File: src/rtl/flash_arbiter_pkg.sv
// Shared types and constants for the configuration-flash arbiter.
package flash_arb_pkg;

    // Arbiter FSM states: idle, bridge owns, internal master owns, CS-high gap
    typedef enum logic [1:0] {
        IDLE    = 2'd0,
        OWN_BR  = 2'd1,
        OWN_INT = 2'd2,
        GAP     = 2'd3
    } arb_state_t;

    // Which master held the flash most recently (drives round-robin)
    typedef enum logic {
        OWNER_BR  = 1'b0,
        OWNER_INT = 1'b1
    } owner_t;

    // Width of the chip-select gap counter; CS_GAP must fit in it
    localparam int GAP_W = 8;

endpackage

File: src/rtl/flash_arbiter_if.sv
// Bundle of the two master-side SPI ports, their req/gnt handshakes and the
// flash pins. The arbiter uses the slave view, the masters/flash the master view.
interface flash_arbiter_if;
    logic br_req;
    logic br_gnt;
    logic br_cs_n;
    logic br_sck;
    logic br_mosi;
    logic br_miso;
    logic int_req;
    logic int_gnt;
    logic int_cs_n;
    logic int_sck;
    logic int_mosi;
    logic int_miso;
    logic flash_cs_n;
    logic flash_sck;
    logic flash_mosi;
    logic flash_miso;
    logic flash_busy;

    modport slave (
        input  br_req, br_cs_n, br_sck, br_mosi,
        input  int_req, int_cs_n, int_sck, int_mosi,
        input  flash_miso,
        output br_gnt, br_miso, int_gnt, int_miso,
        output flash_cs_n, flash_sck, flash_mosi, flash_busy
    );

    modport master (
        output br_req, br_cs_n, br_sck, br_mosi,
        output int_req, int_cs_n, int_sck, int_mosi,
        output flash_miso,
        input  br_gnt, br_miso, int_gnt, int_miso,
        input  flash_cs_n, flash_sck, flash_mosi, flash_busy
    );
endinterface

File: src/rtl/flash_arbiter_sync.sv
// Two-flop synchronizer for a single asynchronous level; clears to 0 on reset.
module sync_2ff (
    input  logic clk,
    input  logic rst_n,
    input  logic i_d,
    output logic o_q
);
    logic r_meta;
    logic r_sync;

    // Shift the async level through two flops to settle metastability
    always_ff @(posedge clk or negedge rst_n) begin
        if (!rst_n) begin
            r_meta <= 1'b0;
            r_sync <= 1'b0;
        end else begin
            r_meta <= i_d;
            r_sync <= r_meta;
        end
    end

    assign o_q = r_sync;
endmodule

File: src/rtl/flash_arbiter.sv
// Arbitrates the configuration SPI flash between the Pico bridge and the
// internal SPI master, enforcing a chip-select-high gap between owners.
module flash_arbiter #(
    parameter int CS_GAP = 4
) (
    input  logic            clk,
    input  logic            rst_n,
    flash_arbiter_if.slave  bus
);
    import flash_arb_pkg::*;

    localparam logic [GAP_W-1:0] GAP_LOAD = GAP_W'(CS_GAP - 1);

    logic             w_brReqS;
    arb_state_t       r_state;
    owner_t           r_lastOwner;
    logic [GAP_W-1:0] r_gapCnt;
    logic             r_brGnt;
    logic             r_intGnt;
    logic             r_flashBusy;
    logic             w_flashCsN;
    logic             w_flashSck;
    logic             w_flashMosi;
    logic             w_brMiso;
    logic             w_intMiso;

    sync_2ff u_brReqSync (
        .clk   (clk),
        .rst_n (rst_n),
        .i_d   (bus.br_req),
        .o_q   (w_brReqS)
    );

    // Ownership FSM with gap counter, registered grants and registered busy flag
    always_ff @(posedge clk or negedge rst_n) begin
        if (!rst_n) begin
            r_state     <= IDLE;
            r_lastOwner <= OWNER_INT;
            r_gapCnt    <= '0;
            r_brGnt     <= 1'b0;
            r_intGnt    <= 1'b0;
            r_flashBusy <= 1'b0;
        end else begin
            case (r_state)
                IDLE: begin
                    if (w_brReqS && (!bus.int_req || r_lastOwner == OWNER_INT)) begin
                        r_state     <= OWN_BR;
                        r_brGnt     <= 1'b1;
                        r_flashBusy <= 1'b0;
                    end else if (bus.int_req) begin
                        r_state     <= OWN_INT;
                        r_intGnt    <= 1'b1;
                        r_flashBusy <= 1'b1;
                    end else begin
                        r_flashBusy <= 1'b0;
                    end
                end
                OWN_BR: begin
                    if (!w_brReqS) begin
                        r_state     <= GAP;
                        r_gapCnt    <= GAP_LOAD;
                        r_lastOwner <= OWNER_BR;
                        r_brGnt     <= 1'b0;
                        r_flashBusy <= 1'b0;
                    end
                end
                OWN_INT: begin
                    if (!bus.int_req) begin
                        r_state     <= GAP;
                        r_gapCnt    <= GAP_LOAD;
                        r_lastOwner <= OWNER_INT;
                        r_intGnt    <= 1'b0;
                        r_flashBusy <= 1'b1;
                    end
                end
                GAP: begin
                    if (r_gapCnt == '0) begin
                        r_state     <= IDLE;
                        r_flashBusy <= bus.int_req;
                    end else begin
                        r_gapCnt    <= r_gapCnt - GAP_W'(1);
                        r_flashBusy <= (r_lastOwner == OWNER_INT);
                    end
                end
                default: begin
                    r_state     <= IDLE;
                    r_brGnt     <= 1'b0;
                    r_intGnt    <= 1'b0;
                    r_flashBusy <= 1'b0;
                end
            endcase
        end
    end

    // Route the owner's SPI lines to the flash; park the pins when nobody owns it
    always_comb begin
        w_flashCsN  = 1'b1;
        w_flashSck  = 1'b0;
        w_flashMosi = 1'b0;
        w_brMiso    = 1'b0;
        w_intMiso   = 1'b0;
        case (r_state)
            OWN_BR: begin
                w_flashCsN  = bus.br_cs_n;
                w_flashSck  = bus.br_sck;
                w_flashMosi = bus.br_mosi;
                w_brMiso    = bus.flash_miso;
            end
            OWN_INT: begin
                w_flashCsN  = bus.int_cs_n;
                w_flashSck  = bus.int_sck;
                w_flashMosi = bus.int_mosi;
                w_intMiso   = bus.flash_miso;
            end
            default: begin
                w_flashCsN  = 1'b1;
            end
        endcase
    end

    assign bus.br_gnt     = r_brGnt;
    assign bus.int_gnt    = r_intGnt;
    assign bus.flash_busy = r_flashBusy;
    assign bus.flash_cs_n = w_flashCsN;
    assign bus.flash_sck  = w_flashSck;
    assign bus.flash_mosi = w_flashMosi;
    assign bus.br_miso    = w_brMiso;
    assign bus.int_miso   = w_intMiso;
endmodule

File: src/flat_wrapper.sv
// flat-port wrapper written by rule: the top's interface ports become plain ports
module flash_arbiter_flat import flash_arb_pkg::*;
#(
    parameter int CS_GAP = 4
)
  (clk, rst_n, bus_br_req, bus_br_cs_n, bus_br_sck, bus_br_mosi, bus_int_req, bus_int_cs_n, bus_int_sck, bus_int_mosi, bus_flash_miso, bus_br_gnt, bus_br_miso, bus_int_gnt, bus_int_miso, bus_flash_cs_n, bus_flash_sck, bus_flash_mosi, bus_flash_busy);
  flash_arbiter_if bus_i ();
  input  logic clk;
  input  logic rst_n;
  input wire logic [$bits(bus_i.br_req)-1:0] bus_br_req;
  input wire logic [$bits(bus_i.br_cs_n)-1:0] bus_br_cs_n;
  input wire logic [$bits(bus_i.br_sck)-1:0] bus_br_sck;
  input wire logic [$bits(bus_i.br_mosi)-1:0] bus_br_mosi;
  input wire logic [$bits(bus_i.int_req)-1:0] bus_int_req;
  input wire logic [$bits(bus_i.int_cs_n)-1:0] bus_int_cs_n;
  input wire logic [$bits(bus_i.int_sck)-1:0] bus_int_sck;
  input wire logic [$bits(bus_i.int_mosi)-1:0] bus_int_mosi;
  input wire logic [$bits(bus_i.flash_miso)-1:0] bus_flash_miso;
  output wire logic [$bits(bus_i.br_gnt)-1:0] bus_br_gnt;
  output wire logic [$bits(bus_i.br_miso)-1:0] bus_br_miso;
  output wire logic [$bits(bus_i.int_gnt)-1:0] bus_int_gnt;
  output wire logic [$bits(bus_i.int_miso)-1:0] bus_int_miso;
  output wire logic [$bits(bus_i.flash_cs_n)-1:0] bus_flash_cs_n;
  output wire logic [$bits(bus_i.flash_sck)-1:0] bus_flash_sck;
  output wire logic [$bits(bus_i.flash_mosi)-1:0] bus_flash_mosi;
  output wire logic [$bits(bus_i.flash_busy)-1:0] bus_flash_busy;
  assign bus_i.br_req = bus_br_req;
  assign bus_i.br_cs_n = bus_br_cs_n;
  assign bus_i.br_sck = bus_br_sck;
  assign bus_i.br_mosi = bus_br_mosi;
  assign bus_i.int_req = bus_int_req;
  assign bus_i.int_cs_n = bus_int_cs_n;
  assign bus_i.int_sck = bus_int_sck;
  assign bus_i.int_mosi = bus_int_mosi;
  assign bus_i.flash_miso = bus_flash_miso;
  assign bus_br_gnt = bus_i.br_gnt;
  assign bus_br_miso = bus_i.br_miso;
  assign bus_int_gnt = bus_i.int_gnt;
  assign bus_int_miso = bus_i.int_miso;
  assign bus_flash_cs_n = bus_i.flash_cs_n;
  assign bus_flash_sck = bus_i.flash_sck;
  assign bus_flash_mosi = bus_i.flash_mosi;
  assign bus_flash_busy = bus_i.flash_busy;
  flash_arbiter #(.CS_GAP(CS_GAP)) u_core (.clk(clk), .rst_n(rst_n), .bus(bus_i));
endmodule
File: config.mk
export PLATFORM = sky130hd
export DESIGN_NAME = flash_arbiter_flat
export DESIGN_NICKNAME = d
export VERILOG_FILES = /design/src/rtl/flash_arbiter_pkg.sv /design/src/rtl/flash_arbiter_if.sv /design/src/rtl/flash_arbiter_sync.sv /design/src/rtl/flash_arbiter.sv /design/src/flat_wrapper.sv
export SDC_FILE = /design/constraint.sdc
export NUM_CORES = 1
export LEC_CHECK = 0
export CAP_MARGIN = 20
export CORE_MARGIN = 1.5
export CORE_UTILIZATION = 40
export CTS_BUF_LIST = sky130_fd_sc_hd__clkbuf_4 sky130_fd_sc_hd__clkbuf_8
export CTS_CLUSTER_SIZE = 10
export DETAILED_ROUTE_END_ITERATION = 7
export GPL_ROUTABILITY_DRIVEN = 0
export HOLD_SLACK_MARGIN = 0.03
export PLACE_DENSITY = 0.62
export SYNTH_ARGS = -nofsm -noshare
export SYNTH_HDL_FRONTEND = slang
export SYNTH_SLANG_ARGS = --single-unit
File: constraint.sdc
create_clock -name clk -period 2.7 [get_ports clk]
set_input_delay 0.81 -clock clk [delete_from_list [all_inputs] [get_ports clk]]
set_output_delay 0.81 -clock clk [all_outputs]
set_load 0.01 [all_outputs]
* Yosys cells after proc, flatten, opt, wreduce, memory -nomap -nowiden
Cells that the tools add are included.
W data, S select, Z words.
** Storage, ports and cells
- Word-level logic and storage cells :: 63
- Register bits after elaboration :: 16
- Input bits :: 11
** Cells by class
- Equality and inequality tests :: 11
- Reductions and logical operators :: 15
- Multiplexer cells :: 28
- Add/sub/neg operators :: 1
** Operators with widths (number)
- $mux W8 :: 3
- $pmux W8 S3 :: 1
- $pmux W1 S2 :: 6
- $reduce_and A4 Y1 :: 3
- $mux W1 :: 11
- $mux W2 :: 5
- $ne A2 B2 Y1 const B :: 5
- $logic_not A8 Y1 :: 1
- $pmux W2 S4 :: 1
- $sub A8 B1 Y8 const B :: 1
- $reduce_and A3 Y1 :: 2
- $reduce_bool A2 Y1 :: 3
- $eq A2 B2 Y1 const B :: 2
- $ne A2 B1 Y1 const B :: 2
- $pmux W1 S4 :: 1
- $ne A3 B2 Y1 const B :: 1
- $reduce_bool A3 Y1 :: 1
- $eq A2 B1 Y1 const B :: 1
- $logic_not A2 Y1 :: 1
- $reduce_and A2 Y1 :: 1
- $logic_and A1 B1 Y1 :: 1
- $logic_not A1 Y1 :: 1
- $logic_or A1 B1 Y1 :: 1

* Logic depth before layout (Yosys ltp)
Gate-level depths: netlist (run 1).
- Depth after elaboration :: 5
- Gate-level depth with buffers :: 7
- Mapped depth without buffers :: 6

* Modules after synthesis
Synthesis (run 1) repeated with hierarchy kept, for this count alone.
** Unflattened totals
- Cell total of the unflattened synthesis :: 110
- Area, all modules :: 1029.7 um2
** Modules (own cells, without submodules)
- flash_arbiter :: instances 1, area an instance 979.7 um2, cells an instance 108
- sync_2ff :: instances 1, area an instance 50.0 um2, cells an instance 2

* Least setup slack after synthesis (run 1)
OpenSTA, ideal clock, no wires.
- Path kind :: reg-to-reg
- Start :: reg u_core.r_gapCnt[5]
- End :: reg u_core.r_state[1]
- Required time :: 2.575 ns
- Library setup time :: 0.125 ns
- Setup slack :: 0.605 ns
- Period minus slack after synthesis :: 2.095 ns
- Cell stages (with the launch flop) :: 5
- Data arrival time :: 1.970 ns
- Cells stage by stage :: dfrtp_1 or4_4 or4b_4 a21o_2 mux2_4
** On the way
- Word-level cells in the longest chain between the ends :: 3
** Ends and longest elaborated chain
- start: declaration :: line flash_arbiter.sv:17 : logic [GAP_W-1:0] r_gapCnt;
- start signal: assignment :: line flash_arbiter.sv:81 : r_gapCnt <= r_gapCnt - GAP_W'(1);
- $logic_not A8 Y1 :: line flash_arbiter.sv:77 : if (r_gapCnt == '0) begin
- $ne A2 B1 Y1 (no source line)
- $reduce_and A4 Y1 (no source line)
- end signal: assignment :: line flash_arbiter.sv:69 : r_state <= GAP;
- end signal: assignment :: line flash_arbiter.sv:78 : r_state <= IDLE;
- end signal: assignment :: line flash_arbiter.sv:86 : r_state <= IDLE;
- end: declaration :: line flash_arbiter.sv:15 : arb_state_t r_state;
Every way passes these cells.
A chain may end at the register's enable or synchronous reset.

* Final worst setup path (run 1)
- Start :: in bus_int_cs_n
- End :: out bus_flash_cs_n
** On the way
- Word-level cells in the longest chain between the ends :: 1
** Ends and longest elaborated chain
- start: declaration :: line flat_wrapper.sv:15 : input wire logic [$bits(bus_i.int_cs_n)-1:0] bus_int_cs_n;
- $pmux W1 S2 :: line flash_arbiter.sv:102 : case (r_state)
- end: declaration :: line flat_wrapper.sv:23 : output wire logic [$bits(bus_i.flash_cs_n)-1:0] bus_flash_cs_n;
Every way passes these cells.

==> impl_metrics.yaml, run 1 <==
clocking:
  cts_root_buf: "clkbuf_4"
  cts-htree-levels: 1
  clock_tree.buffer_depth: 2
  cts.sinks: 16
  cts.repair.resized: 6
  cts_tree: "built"
  cts_hold_buf: 0
  cts_made_buffers: 3
  insertion_delay_ns: 0.29
  clk_pin_slew_worst_paths_ns: 0.10
  postCtsSetupBuffers: 0
yosys:
  ys_types: 42
  netlist_area_um2: 997
  synth.net_count: 119
  synth.avg_cell_area_um2: 9.78
  yosys_warnings: 0
  synthCells: 102
  synth_flop_cell: "dfrtp_1"
  ys_seq_elements: 16
  synth_edf_count: 0
  async_flop_share_pct: 100
  yosysSeqAreaShare_pct: 40.3
placed_design:
  dpl_cell_area_mm2: 0.00121
  dpl.hpwl_mm: 1.57
  io_buffer_count: 18
detailed_routing:
  vias: 845
  drt-pass1-iter-count: 4
  wire_per_inst_um: 14.3
  vias_per_cell: 5.60
  drtAntennaViolNets: 0
  dr.first_iter.drc_count: 16
  drc: 0
  routed_wl_mm: 2.15
sta:
  min_period_ns: 2.55
  finalSetupViolations: 0
  hold_violations: 0
  relSlewSlack_pct: 52.3
  max_freq_ghz: 0.392
  rsz0062_at_grt: "false"
  skew_ns: 0.00713
  finalCritPeriodShare_pct: 94.5
  drv_slew: 0
  tns_ns: 0
  worst_pin_slew_ns: 0.713
global_routing:
  grt_pass1_wl_mm: 3.57
  grt_overflow_total: 0
  grtUsageTotal_pct: 17.6
  grt_pass1_vias: 796
  grt_max_degree: 17
  antenna_found_initial: 0
floorplan:
  die_w_um: 52.9
  rows: 17
  io-pin-count: 19
  initial_utilization_pct: 43.8
  die_h_um: 52.9
  core_mm2: 0.00228
  die-area_mm2: 0.00280
setup_path:
  crit_start: "bus_int_cs_n"
  cp.required_ns: 1.89
  cp-end-kind: "primary output"
  critPathKind: "in2out"
  reg2reg_from: "u_core.r_gapCnt[2]"
  cp_max_fo: 1
  arrival_ns: 1.74
  startpoint_type: "input pin"
  ff2ff_setup_slack_ns: 0.52
pwr:
  powerDensity_mw_per_mm2: 1070
  power.leakage_nw: 0.569
  fin_total_pwr_w: 0.00133
  vdd_drop_max_v: 0.000630
cells_and_area:
  final_core_util_pct: 54.8
  final_cell_mix: "dfrtp_1, clkdlybuf4s50_1, inv_1, nand2_1, a21oi_1"
  final_nets: 141
  final_cell_area_mm2: 0.00125
  diodes: 0
  final_common_cell: "dfrtp_1"
  fillers: 206
  area_delta_synth_final_pct: 25.1
  drive_above_1_share_pct: 13.8
min_path:
  min_from: "u_core.u_brReqSync.r_meta"
  min-delay-path-class: "reg2reg"
job:
  drv_cap: 0
outcome:
  status: "complete, no violations"
==> metrics by stage <==
stage	cells	setup WS [ns]	hold WS (ns)
detailed placement	147	-0.129	0.335
global placement	147	-0.115	0.337
floorplan	102	0.605	0.331
CTS	151	0.148	0.350
global route	151	0.0601	0.380
finish	151	0.148	0.346
==> path summary, 6_finish.rpt <==
check / end / depth (start not counted)
max: bus_flash_cs_n / 4
max reg2reg: u_core.r_state[1] / 4
min: u_core.u_brReqSync.o_q / 0
max in group asynchronous: u_core.u_brReqSync.r_meta / 1
min in group asynchronous: u_core.r_state[1] / 1
min reg2reg: u_core.u_brReqSync.o_q / 0
==> cell families (layout without fill, tap and decap cells) <==
group / after synthesis / in the layout / synth area share, %
DFF: 16 / 16 / 40.3
xor gates and xnor gates: 1 / 1 / 0.878
muxes: 3 / 3 / 3.51
AOI/OAI and AO/OA: 31 / 31 / 22.1
buffers and inverters: 12 / 33 / 4.64
and+or+nand+nor: 33 / 33 / 21.1
adders and majority gates: 6 / 6 / 7.53
==> cell usage after synthesis (2+ instances only) <==
master	count	area share [%]
dfrtp_1	15	38
inv_1	9	3.4
a21oi_1	7	3.5
nand2_1	7	2.6
ha_1	6	7.5
a22oi_1	4	3.0
o21ai_0	4	2.0
o31ai_1	4	3.0
and2_1	3	1.9
nor2_1	3	1.1
or4_1	3	2.3
clkbuf_1	2	0.75
mux2i_1	2	2.0
nand2b_1	2	1.3
nand3_1	2	1.0
nor2b_1	2	1.3
or3_1	2	1.3
==> layout make-up <==
type / instances / area (um2) / area share [%]
inverters: 9 / 33.8 / 2.71
multi-input cells: 74 / 552 / 44.2
well taps: 28 / 35.0 / 2.81
flip-flops and latches: 16 / 402 / 32.2
clock buffers: 4 / 36.3 / 2.91
repair buffers: 20 / 189 / 15.1
==> metal layers <==
layer	wire length, um	global-route usage (%)
met4	10	5.13
met1	1080	26.2
met5	0	0
met2	969	25.2
met3	89	3.95
==> worst max-delay path, cell delays in order <==
cell and delay, ns:
clkdlybuf4s50_1 0.40, a22oi_1 0.18, nand2_1 0.06, dlygate4sd2_1 0.28
==> power breakdown <==
part	switching [W]	internal, W	leakage, nW
logic	0.000411	0.000376	0.355
clock network	0.0000804	0.0000821	0.0210
registers	0.0000606	0.000320	0.193
==> state kept, by name (all words and copies together) (netlist names) <==
register                   count
u_core.bus.br_gnt              1
u_core.r_gapCnt                8
u_core.r_state                 2
u_core.bus.flash_busy          1
u_core.bus.int_gnt             1
u_core.u_brReqSync.o_q         1
u_core.u_brReqSync.r_meta      1
u_core.r_lastOwner             1
No activity file was read; power rests on OpenSTA's default activity.
==> inputs of run 2 (changes only) <==
--- a/config.mk
+++ b/config.mk
@@ -14,6 +14,7 @@
 export GPL_ROUTABILITY_DRIVEN = 0
 export HOLD_SLACK_MARGIN = 0.03
 export PLACE_DENSITY = 0.62
+export SKIP_CTS_REPAIR_TIMING = 1
 export SYNTH_ARGS = -nofsm -noshare
 export SYNTH_HDL_FRONTEND = slang
 export SYNTH_SLANG_ARGS = --single-unit
==> constraint.sdc (replaced) <==
create_clock -name clk -period 3 [get_ports clk]
set_input_delay 0.9 -clock clk [delete_from_list [all_inputs] [get_ports clk]]
set_output_delay 0.9 -clock clk [all_outputs]
set_load 0.01 [all_outputs]
==> impl_metrics.yaml, run 2 (synthesis results as in run 1) <==
floorplan:
  io-pin-count: 19
  die_w_um: 52.9
  core_mm2: 0.00228
  die_h_um: 52.9
  rows: 17
  die-area_mm2: 0.00280
  initial_utilization_pct: 43.8
outcome:
  status: "complete, no violations"
setup_path:
  cp_common_cell: "clkdlybuf4s50_1"
  cp.required_ns: 2.10
  cp_max_fo: 1
  critical-path-max-stage-delay_ns: 0.53
  cp.depth: 4
  startpoint_type: "input pin"
  cp_top_family: "buffers and inverters"
  critPathKind: "in2out"
  cp-end-kind: "primary output"
  ff2ff_setup_slack_ns: 0.81
  cp_cell_sequence: "clkdlybuf4s50_1 -> a22oi_1 -> nand2_1 -> clkdlybuf4s50_1"
  r2r_cells: 4
  arrival_ns: 2.05
  crit_buf_inv: 2
  cp_slowest_cell: "clkdlybuf4s50_1"
sta:
  max_freq_ghz: 0.339
  finalCritPeriodShare_pct: 98.3
  finalSetupViolations: 0
  hold_violations: 0
  drv_slew: 0
  min_period_ns: 2.95
  rsz0062_at_grt: "false"
  relSlewSlack_pct: 48.2
  hold_ws_ns: 0.361
  skew_ns: 0.0111
  worst_pin_slew_ns: 0.774
clocking:
  cts_made_buffers: 3
  cts-htree-levels: 1
  clk_pin_slew_worst_paths_ns: 0.09
  clock_tree.buffer_depth: 2
  cts_tree: "built"
  cts.sinks: 16
  cts_root_buf: "clkbuf_4"
  insertion_delay_ns: 0.29
cells_and_area:
  largest_reg_flops: 8
  area_delta_synth_final_pct: 26.2
  largestRegisters: "u_core.r_gapCnt (8), u_core.r_state (2)"
  final_cell_mix: "clkdlybuf4s50_1, dfrtp_1, inv_1, nand2_1, a21oi_1"
  drive_above_1_share_pct: 13.8
  diodes: 0
  final_common_cell: "clkdlybuf4s50_1"
  final_core_util_pct: 55.3
  largest_register: "u_core.r_gapCnt"
  final_nets: 141
detailed_routing:
  dr.first_iter.drc_count: 12
  vias_per_cell: 5.72
  wire_per_inst_um: 14.9
  drc: 0
  routed_wl_mm: 2.24
  drt-pass1-iter-count: 4
  drtAntennaViolNets: 0
  vias: 863
pwr:
  powerDensity_mw_per_mm2: 970
  intPower_w: 0.000721
  clkPwrFrac_pct: 12.0
  swShare_pct: 41.0
  power.leakage_nw: 0.586
  switchingPower_w: 0.000501
  pwr-share-seq_pct: 28.1
  vdd_drop_max_v: 0.000542
  combPwrFrac_pct: 60.0
job:
  drv_cap: 0
global_routing:
  grt_pass1_wl_mm: 3.77
  grt_overflow_total: 0
  grt_max_degree: 17
  grtUsageTotal_pct: 18.3
  grt_pass1_vias: 806
  antenna_found_initial: 0
min_path:
  min-delay-path-class: "reg2reg"
  hold_depth: 0
placed_design:
  io_buffer_count: 18
  dpl.hpwl_mm: 1.60
run 2: changes by cell type in the layout (fill, tap and decap cells not counted), sizes merged:
cell           delta
dlymetal6s2s      +2
clkdlybuf4s50     +3
dlygate4sd2       -5
run 2: area by class of cell:
type	instances	area, um2
Fill cell	205	1020
Multi-Input combinational cell	74	552
Sequential cell	16	402
Timing Repair Buffer	20	200
Clock buffer	4	36.3
Tap cell	28	35.0
Inverter	9	33.8
run 2: power by group through the flow:
stage	clock network, W	registers, W	logic, W
4_1_cts	0.000151	0.000341	0.000736
2_1_floorplan	0	0.000342	0.000489
6_report	0.000146	0.000343	0.000733
3_5_place_dp	0	0.000346	0.000731
3_3_place_gp	0	0.000345	0.000716
5_1_grt	0.000163	0.000353	0.000810
run 2: routing by layer:
layer	global-route usage, %	routed length, um
met3	6.50	114
met5	0	0
met2	24.6	974
met4	2.56	10
met1	28.3	1140
run 2: path summary, 6_finish.rpt:
| path | to | startpoint |
|---|---|---|
| setup / recovery | bus_flash_cs_n | bus_int_cs_n |
| hold / removal | u_core.u_brReqSync.o_q | u_core.u_brReqSync.r_meta |
| setup reg to reg | u_core.r_state[1] | u_core.r_gapCnt[2] |
| hold reg to reg | u_core.u_brReqSync.o_q | u_core.u_brReqSync.r_meta |
| max in group asynchronous | u_core.u_brReqSync.r_meta | rst_n |
| min in group asynchronous | u_core.r_gapCnt[1] | rst_n |
run 2: stage by stage:
step	cell area [um2]	total power, W	TNS, ns	worst slack (ns)	cells
floorplan	997	0.000831	0	0.897	102
global placement	1210	0.00106	0	0.000879	147
detailed placement	1210	0.00108	-0.0355	-0.0213	147
CTS	1250	0.00123	-0.0353	-0.0238	151
global route	1260	0.00133	0	0.0213	151
finish	1260	0.00122	0	0.0522	151
